**src/rtl/rsa_precompute.sv**
```systemverilog
// rsa_precompute: bit-serial N_INV = -N^-1 mod 2^WIDTH and R2_MOD_N = 2^(2*WIDTH) mod N; RSA_PRECOMPUTE_SELFCHECK_EN adds a CHECK cycle
module rsa_precompute #(
  parameter int WIDTH = 32
) (
  input  logic             clk,
  input  logic             rst,
  input  logic             start,
  input  logic [WIDTH-1:0] N,
  output logic             busy,
  output logic             done,
  output logic             err,
  output logic [WIDTH-1:0] N_INV,
  output logic [WIDTH-1:0] R2_MOD_N
);
  localparam int IW = $clog2(WIDTH);
  localparam int CW = $clog2(2 * WIDTH);
  localparam logic [IW-1:0] I_LAST = IW'(WIDTH - 1);
  localparam logic [CW-1:0] C_LAST = CW'(2 * WIDTH - 1);
  typedef enum logic [1:0] {IDLE, INV, R2, CHECK} state_t;
  state_t state, state_d;
  logic [WIDTH-1:0] n_q, x, p, ninv, res;
  logic [WIDTH:0] r, t, r_d;
  logic [IW-1:0] i;
  logic [CW-1:0] cnt;
  logic inv_last, r2_last, fin, bad;
  // Low-half product for the inverse bit test, doubling step for R^2, and final-result selection
  always_comb begin
    p = n_q * x;
    t = {r[WIDTH-1:0], 1'b0};
    r_d = (t >= {1'b0, n_q}) ? t - {1'b0, n_q} : t;
    ninv = ~x + WIDTH'(1);
    inv_last = (state == INV) && (i == I_LAST);
    r2_last = (state == R2) && (cnt == C_LAST);
`ifdef RSA_PRECOMPUTE_SELFCHECK_EN
    fin = (state == CHECK);
    res = r[WIDTH-1:0];
    bad = (n_q * ninv) != '1;
`else
    fin = r2_last;
    res = r_d[WIDTH-1:0];
    bad = 1'b0;
`endif
  end
  // Next-state: IDLE -> INV -> R2 (-> CHECK) -> IDLE; even N never leaves IDLE
  always_comb begin
    state_d = state;
    if (state == IDLE && start && N[0]) state_d = INV;
    if (inv_last) state_d = R2;
`ifdef RSA_PRECOMPUTE_SELFCHECK_EN
    if (r2_last) state_d = CHECK;
    if (state == CHECK) state_d = IDLE;
`else
    if (r2_last) state_d = IDLE;
`endif
  end
  // State register, iteration datapath and held result registers
  always_ff @(posedge clk) begin
    if (rst) begin
      state <= IDLE;
      busy <= 1'b0;
      done <= 1'b0;
      err <= 1'b0;
      N_INV <= '0;
      R2_MOD_N <= '0;
      n_q <= '0;
      x <= '0;
      r <= '0;
      i <= '0;
      cnt <= '0;
    end else begin
      state <= state_d;
      done <= 1'b0;
      if (state == IDLE && start) begin
        done <= ~N[0];
        err <= ~N[0];
        busy <= N[0];
        if (N[0]) begin
          n_q <= N;
          x <= WIDTH'(1);
          i <= IW'(1);
        end
      end
      if (state == INV) begin
        x <= x | ({{(WIDTH-1){1'b0}}, p[i]} << i);
        i <= i + 1'b1;
        if (inv_last) begin
          r <= (n_q == WIDTH'(1)) ? '0 : (WIDTH+1)'(1);
          cnt <= '0;
        end
      end
      if (state == R2) begin
        r <= r_d;
        cnt <= cnt + 1'b1;
      end
      if (fin) begin
        N_INV <= ninv;
        R2_MOD_N <= res;
        err <= bad;
        done <= 1'b1;
        busy <= 1'b0;
      end
    end
  end
endmodule
```
**config.mk**
```make
export PLATFORM = sky130hd
export DESIGN_NAME = rsa_precompute
export DESIGN_NICKNAME = d
export VERILOG_FILES = /design/src/rtl/rsa_precompute.sv
export SDC_FILE = /design/constraint.sdc
export NUM_CORES = 2
export LEC_CHECK = 0
export ABC_AREA = 0
export CAP_MARGIN = 20
export CORE_MARGIN = 1.5
export CORE_UTILIZATION = 58
export CTS_CLUSTER_DIAMETER = 50
export DETAILED_ROUTE_END_ITERATION = 8
export GPL_TIMING_DRIVEN = 0
export PLACE_DENSITY = 0.86
export SKIP_LAST_GASP = 1
export SYNTH_ARGS = -nofsm -noshare
export SYNTH_HDL_FRONTEND = slang
export SYNTH_SLANG_ARGS = --single-unit
```
**constraint.sdc**
```tcl
create_clock -name clk -period 7.1 [get_ports clk]
set_input_delay 1.42 -clock clk [delete_from_list [all_inputs] [get_ports clk]]
set_output_delay 1.42 -clock clk [all_outputs]
set_load 0.02 [all_outputs]
```
==> reports/metrics.yaml <==
status:
  run_status: "complete, but fails checks"
  violated_checks: "setup timing"
logic_synthesis:
  synthSimpleGateAreaFrac: 0.1932
  post_synth_num_cell_types: 76
  yosys-top-cells-area: "sky130_fd_sc_hd__fa_1, sky130_fd_sc_hd__dfxtp_1, sky130_fd_sc_hd__nand2_1"
  synth-main-ff-cell: "sky130_fd_sc_hd__dfxtp_1"
  postSynthCellCount: 2824
  yosys_register_bits: 176
  synth_top_cell_area_share: 0.3367
  synth_area_in_compound_gates: 0.09502
  number_of_flops_mapped_to_enable_cells_by_yosys: 0
  synth-adder-area-share: 0.4200
  synth_xor_xnor_area_share: 0.04810
  post-synth-top-count-cell: "sky130_fd_sc_hd__nand2_1"
  synth_common_cells: "sky130_fd_sc_hd__nand2_1, sky130_fd_sc_hd__fa_1, sky130_fd_sc_hd__inv_1, sky130_fd_sc_hd__and2_1, sky130_fd_sc_hd__dfxtp_1"
  largest_family_of_logic_cells_by_synthesized_area: "adder cells"
  synthesis.yosys.warnings: 0
  synth_top_cell_by_area: "sky130_fd_sc_hd__fa_1"
  async_flop_share: 0
  synth_area_sq_um: 24320
  proportion_of_synthesized_area_in_mux_cells: 0.01723
  synth-seq-area-share: 0.1449
  post_syn_area_per_cell_sq_um: 8.612
  syn_nets: 3430
die:
  chipWidth_um: 207.8
  die_h_um: 207.8
  rows: 74
  initial_core_utilization: 0.5916
  design.portCount: 102
  design.core.area_sq_um: 41110
  floorplan.die_area_sq_um: 43170
power_and_ir_drop:
  irDropWorstVdd_mv: 0.1546
  switchingPower_mw: 0.8092
  p_clk_frac: 0.396
  total_power_consumption_mw: 2.513
  pwr-share-comb: 0.200
  seqPwrFrac: 0.404
  cellLeakagePower_nw: 10.69
  p_int_mw: 1.703
  netSwitchingFraction: 0.3221
  powerDensity_nw_per_um2: 85.52
sta:
  clock_period_minus_worst_slack_ps: 7304
  fin_hold_ws_ps: 461.2
  final.setup_skew_ps: 20.32
  worst_slew_margin_relative_to_its_limit: 0.4485
  period_utilisation_layout: 1.029
  worst-slew-pin-transition_ps: 827.2
  setup_slack_ps: -203.8
  grt_setup_unrepaired: "yes"
  final-max-slew-violation-count: 0
  hold_violations_final: 0
  maxClockFrequency_ghz: 0.1369
  finalSetupViolations: 13
critical_path:
  critPathMostFrequentCell: "sky130_fd_sc_hd__fa_1"
  critical_path_class: "flop to flop"
  timing.critical_path.from_type: "flop"
  critical_path_cell_list: "clkbuf_8, and2_1, fa_1, inv_1, fa_1, fa_1, inv_1, fa_1, inv_2, fa_1, fa_1, fa_1, fa_2, xnor2_2, xnor2_2, xnor2_2, xnor2_2, xnor2_2, xnor3_2, xnor2_2, a2111oi_4, o2111ai_4, o21ai_2"
  timing.critical_path.slowest_stage_cell: "sky130_fd_sc_hd__fa_1"
  critical_path_arrival_ps: 7660
  critPathMaxFanout: 10
  slack_of_the_worst_reg_to_reg_path_ps: -200
  crit_path_end_kind: "flop"
  critPathRequiredTime_ps: 7460
  timing.critical_path.slowest_cell_delay_ps: 550
clocking:
  clock_insertion_delay_worst_skew_ps: 440
  cts_max_level: 4
  ctsRootBufferMaster: "sky130_fd_sc_hd__clkbuf_16"
  cts_buffers: 17
  tritoncts_num_sinks: 176
  tritoncts: "yes"
  cts.reportedPaths.clkPinSlew_ps: 80
  clock_path_buffers: 2
  number_of_buffers_added_to_fix_hold_violations_after_cts: 0
final_layout:
  final_nets: 3621
  area_used_by_multi_input_combinational_logic_sq_um: 19590
  area_growth_syn_to_layout_pct: 20.80
  final_cell_count_no_fill: 3563
  final.fill_count: 2909
  final-seq-area_sq_um: 3637
  post_route_cells_drive_above_1_share: 0.1473
global_routing:
  groute.usage.overall: 0.3934
  first_global_vias: 22970
  wire_length_of_the_first_global_routing_pass_mm: 129.7
  gr-total-overflow: 0
  grt_max_degree: 20
  antenna_found_initial: 5
worst_hold_path:
  worst_min_path_class: "flop to flop"
routing:
  detail_route.drc_violations: 0
  final_antenna_net_count: 0
  dr.first_iter.drc_count: 2603
  dr.pass1.iters: 8
  routed_wl_mm: 85.59
  viasPerCell: 6.193
  route.detailed.wl_per_inst_um: 24.02
  route.vias.total: 22070
place:
  routabilityCongestion: 1.003
  place_hpwl_mm: 63.31
  dpl_worst_slack_ps: -1627
  portBuffers: 100
  placed_cells_incl_taps: 3456
run:
  drv_cap: 0
## cells in the final DEF (no fill, tap or decap), types with 11 or more instances in the layout
| master | n |
|---|---|
| sky130_fd_sc_hd__buf_8 | 18 |
| sky130_fd_sc_hd__clkbuf_16 | 46 |
| sky130_fd_sc_hd__a21oi_2 | 11 |
| sky130_fd_sc_hd__xnor2_1 | 87 |
| sky130_fd_sc_hd__and2_1 | 171 |
| sky130_fd_sc_hd__dfxtp_4 | 26 |
| sky130_fd_sc_hd__and2_4 | 13 |
| sky130_fd_sc_hd__a211oi_1 | 33 |
| sky130_fd_sc_hd__nor3_1 | 19 |
| sky130_fd_sc_hd__xor2_1 | 36 |
| sky130_fd_sc_hd__inv_2 | 16 |
| sky130_fd_sc_hd__o211ai_1 | 12 |
| sky130_fd_sc_hd__dfxtp_2 | 13 |
| sky130_fd_sc_hd__clkbuf_8 | 23 |
| sky130_fd_sc_hd__nand3_1 | 27 |
| sky130_fd_sc_hd__a21o_1 | 15 |
| sky130_fd_sc_hd__or3_1 | 14 |
| sky130_fd_sc_hd__o21ai_1 | 45 |
| sky130_fd_sc_hd__buf_4 | 90 |
| sky130_fd_sc_hd__nand2_1 | 548 |
| sky130_fd_sc_hd__nor4_1 | 15 |
| sky130_fd_sc_hd__mux2i_1 | 34 |
| sky130_fd_sc_hd__fa_2 | 48 |
| sky130_fd_sc_hd__o21ai_0 | 36 |
| sky130_fd_sc_hd__dfxtp_1 | 137 |
| sky130_fd_sc_hd__ha_1 | 143 |
| sky130_fd_sc_hd__inv_1 | 319 |
| sky130_fd_sc_hd__a22o_1 | 16 |
| sky130_fd_sc_hd__a21oi_1 | 127 |
| sky130_fd_sc_hd__and3_1 | 12 |
| sky130_fd_sc_hd__clkbuf_1 | 61 |
| sky130_fd_sc_hd__fa_1 | 361 |
| sky130_fd_sc_hd__nor2_1 | 113 |
| sky130_fd_sc_hd__clkdlybuf4s50_1 | 100 |
| sky130_fd_sc_hd__ha_4 | 18 |
| sky130_fd_sc_hd__buf_6 | 20 |
| sky130_fd_sc_hd__o21a_1 | 12 |
## flip-flops by register name, indices dropped and copies added, names as in the netlist
name,cells
cnt,6
x,32
N_INV,32
r,32
err,1
R2_MOD_N,32
i,5
state,2
done,1
busy,1
n_q,32
## final timing paths
check	start	endpoint	cells past startpoint
max	n_q[13]	x[29]	23
min	N_INV[19]	N_INV[19]	2
max reg2reg	n_q[13]	x[29]	23
min reg2reg	N_INV[19]	N_INV[19]	2
## layout make-up
type                       instances  share of cell area
multi-input combinational       2127              0.6667
timing repair buffer             196             0.06133
clock buffer                      18             0.01495
tap                              532             0.02266
buffer                           160             0.06094
sequential                       176              0.1238
clock inverter                    14            0.006218
antenna                            3           0.0002555
inverter                         337             0.04314
## routing by layer
| metal | share of wire | global-route usage |
|---|---|---|
| met5 | 0.00035 | 0 |
| met3 | 0.12 | 0.1017 |
| met4 | 0.069 | 0.2323 |
| met1 | 0.35 | 0.4856 |
| met2 | 0.46 | 0.6246 |
## cells by family after synthesis
family	after synthesis
flip-flops	176
multiplexers	38
AND/OR/NAND/NOR	1010
adder cells (fa/ha/maj)	571
buffers and inverters	521
AO/OA/AOI/OAI	376
XOR/XNOR	132
## timing repair
| item | in CTS | in global routing |
|---|---|---|
| setup endpoints to repair | 24 | 18 |
| cloned | 0 | 0 |
| pin swaps | 85 | 120 |
| setup buffers | 61 | 35 |
| gates resized for setup | 401 | 185 |
## through the flow
| stage | area [sq um] | util | setup TNS, ps |
|---|---|---|---|
| global route | 29370 | 0.7145 | -4430 |
| global placement | 26010 | 0.6328 | -26480 |
| CTS | 28600 | 0.6956 | -432.6 |
| detailed placement | 26010 | 0.6328 | -28210 |
| finish | 29380 | 0.7147 | -1990 |
| floorplan | 24350 | - | 0 |
## worst max-delay path, delay by kind of cell (launching register included)
| family | cells | cell delay (ps) |
|---|---|---|
| AO/OA/AOI/OAI | 3 | 760 |
| XOR/XNOR | 7 | 1550 |
| adder cells (fa/ha/maj) | 8 | 4000 |
| buffers and inverters | 4 | 350 |
| flip-flops | 1 | 370 |
| AND/OR/NAND/NOR | 1 | 180 |
## power groups by stage
stage / Combinational (mW) / Sequential, mW / Clock, mW
6_report: 0.502 / 1.02 / 0.994
3_3_place_gp: 0.433 / 1.03 / 0
3_5_place_dp: 0.438 / 1.03 / 0
4_1_cts: 0.472 / 1.01 / 0.985
5_1_grt: 0.528 / 1.02 / 1.03
2_1_floorplan: 0.284 / 1.03 / 0
No activity file was read; power rests on OpenSTA's default activity.
